==> config.mk <==
export PLATFORM = sky130hd
export DESIGN_NAME = dds_period_meter
export DESIGN_NICKNAME = d
export VERILOG_FILES = /design/src/rtl/dds_period_meter.sv
export SDC_FILE = /design/constraint.sdc
export NUM_CORES = 1
export LEC_CHECK = 0
export BUFFER_PORTS_ARGS = -buffer_cell sky130_fd_sc_hd__buf_2
export CAP_MARGIN = 20
export CORE_ASPECT_RATIO = 1.75
export CORE_MARGIN = 2
export CORE_UTILIZATION = 40
export DETAILED_ROUTE_END_ITERATION = 7
export PLACE_DENSITY = 0.65
export SLEW_MARGIN = 15
export SYNTH_ARGS = -nofsm -noshare
export SYNTH_HDL_FRONTEND = slang
export SYNTH_SLANG_ARGS = --single-unit
==> constraint.sdc <==
create_clock -name clk -period 2.8 [get_ports clk]
set_input_delay 0.7 -clock clk [delete_from_list [all_inputs] [get_ports clk]]
set_output_delay 0.7 -clock clk [all_outputs]
set_load 0.005 [all_outputs]
==> src/rtl/dds_period_meter.sv <==
// dds_period_meter
// Measures the average period of the DDS sine output, in clock cycles, over
// 2^AVG_LOG2 periods, together with the min/max sample seen in that window.
// Each measurement is armed by start_i. The result is returned through a
// valid/ready handshake. A counter saturating before the window completes
// produces a timeout result instead of a measurement.

module dds_period_meter #(
    parameter int SMP_W    = 14,
    parameter int CNT_W    = 24,
    parameter int AVG_LOG2 = 2
) (
    input  logic             clk,
    input  logic             rst,
    input  logic             start_i,
    input  logic             sin_v,
    input  logic [SMP_W-1:0] sin_o,
    input  logic             res_rdy,
    output logic             res_v,
    output logic [CNT_W-1:0] period_o,
    output logic [SMP_W-1:0] amp_max_o,
    output logic [SMP_W-1:0] amp_min_o,
    output logic             timeout_o,
    output logic             busy_o
);

    localparam logic [1:0] S_IDLE = 2'd0;
    localparam logic [1:0] S_SYNC = 2'd1;
    localparam logic [1:0] S_MEAS = 2'd2;
    localparam logic [1:0] S_DONE = 2'd3;

    // The period counter needs one spare bit so it can reach 2^AVG_LOG2.
    localparam int               PER_W     = AVG_LOG2 + 1;
    localparam logic [CNT_W-1:0] CNT_LIMIT = '1;
    localparam logic [PER_W-1:0] PER_LAST  = PER_W'((1 << AVG_LOG2) - 1);

    logic [1:0]       state;
    logic [CNT_W-1:0] cnt;
    logic [PER_W-1:0] per;
    logic [SMP_W-1:0] run_max;
    logic [SMP_W-1:0] run_min;

    logic             cnt_at_limit;
    logic             last_xing;
    logic             go_done;
    logic             go_timeout;
    logic [SMP_W-1:0] nxt_max;
    logic [SMP_W-1:0] nxt_min;
    logic [CNT_W:0]   total;

    // Decode the terminating conditions and the running extrema including this cycle's sample.
    // NOTE: every signal written here is assigned on every path, so no latch is inferred.
    always_comb begin
        cnt_at_limit = (cnt == CNT_LIMIT);
        last_xing    = sin_v && (per == PER_LAST);
        nxt_max      = (sin_o > run_max) ? sin_o : run_max;
        nxt_min      = (sin_o < run_min) ? sin_o : run_min;
        // cnt reads one less than the elapsed cycles on the terminating edge.
        // The extra bit keeps the +1 from wrapping when cnt sits at its limit.
        total        = {1'b0, cnt} + (CNT_W+1)'(1);
        go_done      = (state == S_MEAS) && last_xing;
        // A terminating crossing on the limit edge still completes normally.
        go_timeout   = cnt_at_limit &&
                       (((state == S_SYNC) && !sin_v) ||
                        ((state == S_MEAS) && !last_xing));
    end

    // Control FSM: arm, wait for the first crossing, measure, hold the result.
    // NOTE: sequential state uses non-blocking assignments so every register samples pre-edge values.
    always_ff @(posedge clk) begin
        if (!rst) begin
            state <= S_IDLE;
        end else begin
            case (state)
                S_IDLE: begin
                    if (start_i) begin
                        state <= S_SYNC;
                    end
                end
                S_SYNC: begin
                    if (sin_v) begin
                        state <= S_MEAS;
                    end else if (go_timeout) begin
                        state <= S_DONE;
                    end
                end
                S_MEAS: begin
                    if (go_done || go_timeout) begin
                        state <= S_DONE;
                    end
                end
                S_DONE: begin
                    // start_i is ignored here, including on the handshake edge.
                    if (res_rdy) begin
                        state <= S_IDLE;
                    end
                end
                default: begin
                    state <= S_IDLE;
                end
            endcase
        end
    end

    // Measurement datapath: saturating cycle counter, crossing counter, running min/max.
    always_ff @(posedge clk) begin
        if (!rst) begin
            cnt     <= '0;
            per     <= '0;
            run_max <= '0;
            run_min <= '0;
        end else begin
            case (state)
                S_IDLE: begin
                    if (start_i) begin
                        cnt <= '0;
                    end
                end
                S_SYNC: begin
                    if (sin_v) begin
                        // The window opens after the first crossing. That cycle's sample is excluded.
                        cnt     <= '0;
                        per     <= '0;
                        run_max <= '0;
                        run_min <= '1;
                    end else if (!cnt_at_limit) begin
                        cnt <= cnt + CNT_W'(1);
                    end
                end
                S_MEAS: begin
                    if (!cnt_at_limit) begin
                        cnt <= cnt + CNT_W'(1);
                    end
                    run_max <= nxt_max;
                    run_min <= nxt_min;
                    if (sin_v) begin
                        per <= per + PER_W'(1);
                    end
                end
                default: begin
                end
            endcase
        end
    end

    // Result registers: capture on completion or timeout, hold through and after the handshake.
    always_ff @(posedge clk) begin
        if (!rst) begin
            res_v     <= 1'b0;
            period_o  <= '0;
            amp_max_o <= '0;
            amp_min_o <= '0;
            timeout_o <= 1'b0;
        end else if (go_done) begin
            res_v     <= 1'b1;
            period_o  <= CNT_W'(total >> AVG_LOG2);
            amp_max_o <= nxt_max;
            amp_min_o <= nxt_min;
            timeout_o <= 1'b0;
        end else if (go_timeout) begin
            res_v     <= 1'b1;
            period_o  <= '1;
            amp_max_o <= '0;
            amp_min_o <= '0;
            timeout_o <= 1'b1;
        end else if ((state == S_DONE) && res_rdy) begin
            res_v <= 1'b0;
        end
    end

    assign busy_o = (state != S_IDLE);

endmodule

==> reports/results.ini <==
[status]
run_status=complete, no violations

[global_routing]
grt.overflow.total=0
antenna_found_initial=0
overall_global_routing_resource_usage_pct=20.4
pin_count_of_the_biggest_net_entering_global_routing=42
grt_pass1_wl_mm=23.2
vias_in_the_first_global_route=4541

[logic_synthesis]
synth-seq-cells=110
yosys.area_share.adder_pct=8.19
yosysSeqAreaShare_pct=41.2
synthesis.instances=572
number_of_flops_mapped_to_enable_cells_by_yosys=0
synthDistinctLibCells=55
synth-simple-area-share_pct=15.4
dominantRegCellSynth=dfxtp_1
synth_mux_area_share_pct=3.02
synthXorXnorAreaFrac_pct=5.57
synthesis.nets=626
netlist_area_sq_mm=0.00535
synth_top_family_by_area=compound AO/OA/AOI/OAI gates
synth-compound-area-share_pct=21.1
post_synthesis_area_per_instance_sq_um=9.34
ys_warn_count=0
synth-async-reset-ratio_pct=0

[timing]
slew_headroom_pct=42.4
hold_violations=0
grt_setup_unrepaired=false
hold-worst-slack_ns=0.461
fmax_ghz=0.381
setup_ws_ns=0.176
final-setup-viol-count=0
clock-skew-final_ns=0.00863
slew_viols_final=0
final_period_minus_worst_setup_slack_ns=2.62
final.period_utilization_pct=93.7
worst_pin_slew_ns=0.861

[power]
leakagePower_nw=2.62
power-per-cell-area_mw_per_mm2=684
power.total_mw=4.33
power.ir.vdd_worst_uv=292

[floorplan]
initial_utilization_pct=41.1
die_h_um=157
die_w_um=91.4
fp-row-count=55
ios=74
die_area_sq_mm=0.0143
placeableCoreArea_sq_mm=0.0130

[detailed_routing]
route.detailed.drc=0
vias=4607
routed_wirelength_mm=14.2
detail_route.vias_per_cell=5.51
firstDrtPassIters=4
wl_per_cell_um=17.0
final_antenna_net_count=0
drt_iter0_markers=221

[place]
dp_cells=820
detailedPlacementHpwl_mm=10.9
place_congestion=1.07
placement.io_buffers=73
post-place-ws_ns=-0.148

[clock_tree]
clk_transition_reported_paths_ns=0.07
hold_buffers=0
tritoncts_num_sinks=110
htree_num_levels=3
cts.path.max_buffers=2
cts_post_setup_buffers_inserted=0
clockRootBuffer=clkbuf_16
clock_latency_ns=0.34
cts_repair_resizes=0
cts_made_buffers=9
tritoncts=yes

[critical_path]
crit_buf_inv=2
cpMaxStageDelayCell=and3_1
timing.setup.critical_path_class=in -> reg
critical_path_required_ns=3.09
crit_path_max_incr_delay_ns=0.50
arrival_ns=2.91
timing.critical_path.cells=buf_2 > ha_1 > nand4_1 > a2111o_1 > a31oi_1 > buf_4 > and3_1 > a32o_1
crit_path_end_kind=register
worst_path_dominant_cell_family=compound AO/OA/AOI/OAI gates
startpoint_type=input pin
crit_path_max_fanout=14

[hold_path]
min_path_type=reg -> reg

[cells_and_area]
drive_gt1_share_pct=24.8
flow.area_growth_from_synthesis_pct=18.3
antenna_cells_inserted=0
instances_no_fill=836
nNetsFinal=714

[flow_run]
max_capacitance_violation_count=0

[stage by stage]
stage	setup TNS [ns]	util (%)	area, sq um
final	0	48.6	6320
after global routing	0	48.6	6320
after CTS	0	48.6	6320
after detailed placement	-3.96	46.4	6030
after global placement	-1.01	46.4	6030
after floorplan	0	-	5350
[report_power, final]
group	internal (mW)	total [mW]	leakage (nW)	switching (mW)
clock network	0.634	1.22	0.139	0.588
logic	0.550	1.28	1.59	0.731
registers	1.71	1.82	0.889	0.115
total	2.89	4.33	2.62	1.43
[layout make-up]
cell class,count,area [sq um]
Clock buffer,10,239
Clock inverter,6,43.8
Fill cell,1247,6690
Inverter,32,120
Multi-Input combinational cell,396,2850
Sequential cell,110,2200
Tap cell,171,214
Timing Repair Buffer,111,651
[synth_stat cells, drive strengths merged (2+ instances only)]
master / instances / area (sq um)
dfxtp: 110 / 2200
nand2: 55 / 206
o21ai: 45 / 225
a21oi: 36 / 184
ha: 35 / 438
inv: 32 / 120
o221a: 25 / 282
nor2: 23 / 88.8
xor2: 22 / 193
buf: 17 / 111
clkbuf: 17 / 65.1
and2: 16 / 100
a32o: 15 / 150
mux2i: 15 / 150
a221o: 13 / 130
nand3: 13 / 75.1
xnor2: 12 / 105
or3: 11 / 68.8
and3: 8 / 55.1
nand4: 8 / 50.1
nor3: 6 / 35.0
and4: 4 / 37.5
nand2b: 4 / 25.0
a211oi: 3 / 22.5
nor2b: 3 / 18.8
nor4: 3 / 40.0
o21a: 3 / 22.5
a21o: 2 / 15.0
a31oi: 2 / 12.5
o211ai: 2 / 15.0
or2: 2 / 12.5
[worst register-to-register path: cells and delay by family, from the launching register on]
kind	cells	cell delay (ns)
AOI/OAI and AO/OA	3	0.95
and+or+nand+nor	2	0.67
DFF	1	0.33
adders and majority gates	1	0.33
buffers and inverters	2	0.25
[state kept, by name, summed over array words and instances, names as in the netlist]
signal / flops
amp_min_o: 14
run_max: 14
per: 3
res_v: 1
cnt: 24
run_min: 14
period_o: 23
timeout_o: 1
state: 2
amp_max_o: 14
[final timing paths]
| path | startpoint | endpoint | slack (ns) | depth (start not counted) |
|---|---|---|---|---|
| hold / removal | amp_min_o[6] | amp_min_o[6] | 0.46 | 2 |
| setup reg to reg | run_max[12] | run_max[5] | 0.21 | 8 |
| hold reg to reg | amp_min_o[6] | amp_min_o[6] | 0.46 | 2 |
| setup / recovery | sin_o[12] | run_max[5] | 0.18 | 8 |
[metal layers]
metal | global-route usage, % | up-vias | wire [um]
met1 | 21.3 | 2205 | 5480
met3 | 2.87 | 33 | 524
met5 | 0 | - | 0
met2 | 38.9 | 129 | 7650
li1 | - | 2240 | -
met4 | 10.2 | 0 | 599
[placed cells by master (no fill, tap or decap), types with 3 or more instances in the layout]
cell type,count
a211oi_1,3
a21oi_1,35
a221o_1,13
a32o_1,15
and2_0,4
and2_1,12
and3_1,7
and4_1,3
buf_2,73
buf_4,38
clkbuf_16,9
dfxtp_1,110
ha_1,35
inv_1,32
mux2i_1,15
nand2_1,55
nand2b_1,4
nand3_1,11
nand4_1,8
nor2_1,22
nor2b_1,3
nor3_1,5
o21a_1,3
o21ai_0,32
o21ai_1,13
o221a_2,25
or3_1,11
xnor2_1,12
xor2_1,22
[kinds of logic (layout without fill, tap and decap cells)]
logic type / after synthesis / in the layout
xor gates and xnor gates: 34 / 34
muxes: 16 / 16
adders and majority gates: 35 / 35
and+or+nand+nor: 157 / 157
DFF: 110 / 110
AOI/OAI and AO/OA: 154 / 154
buffers and inverters: 66 / 159
Note: power is estimated with default switching activity, not from simulation.
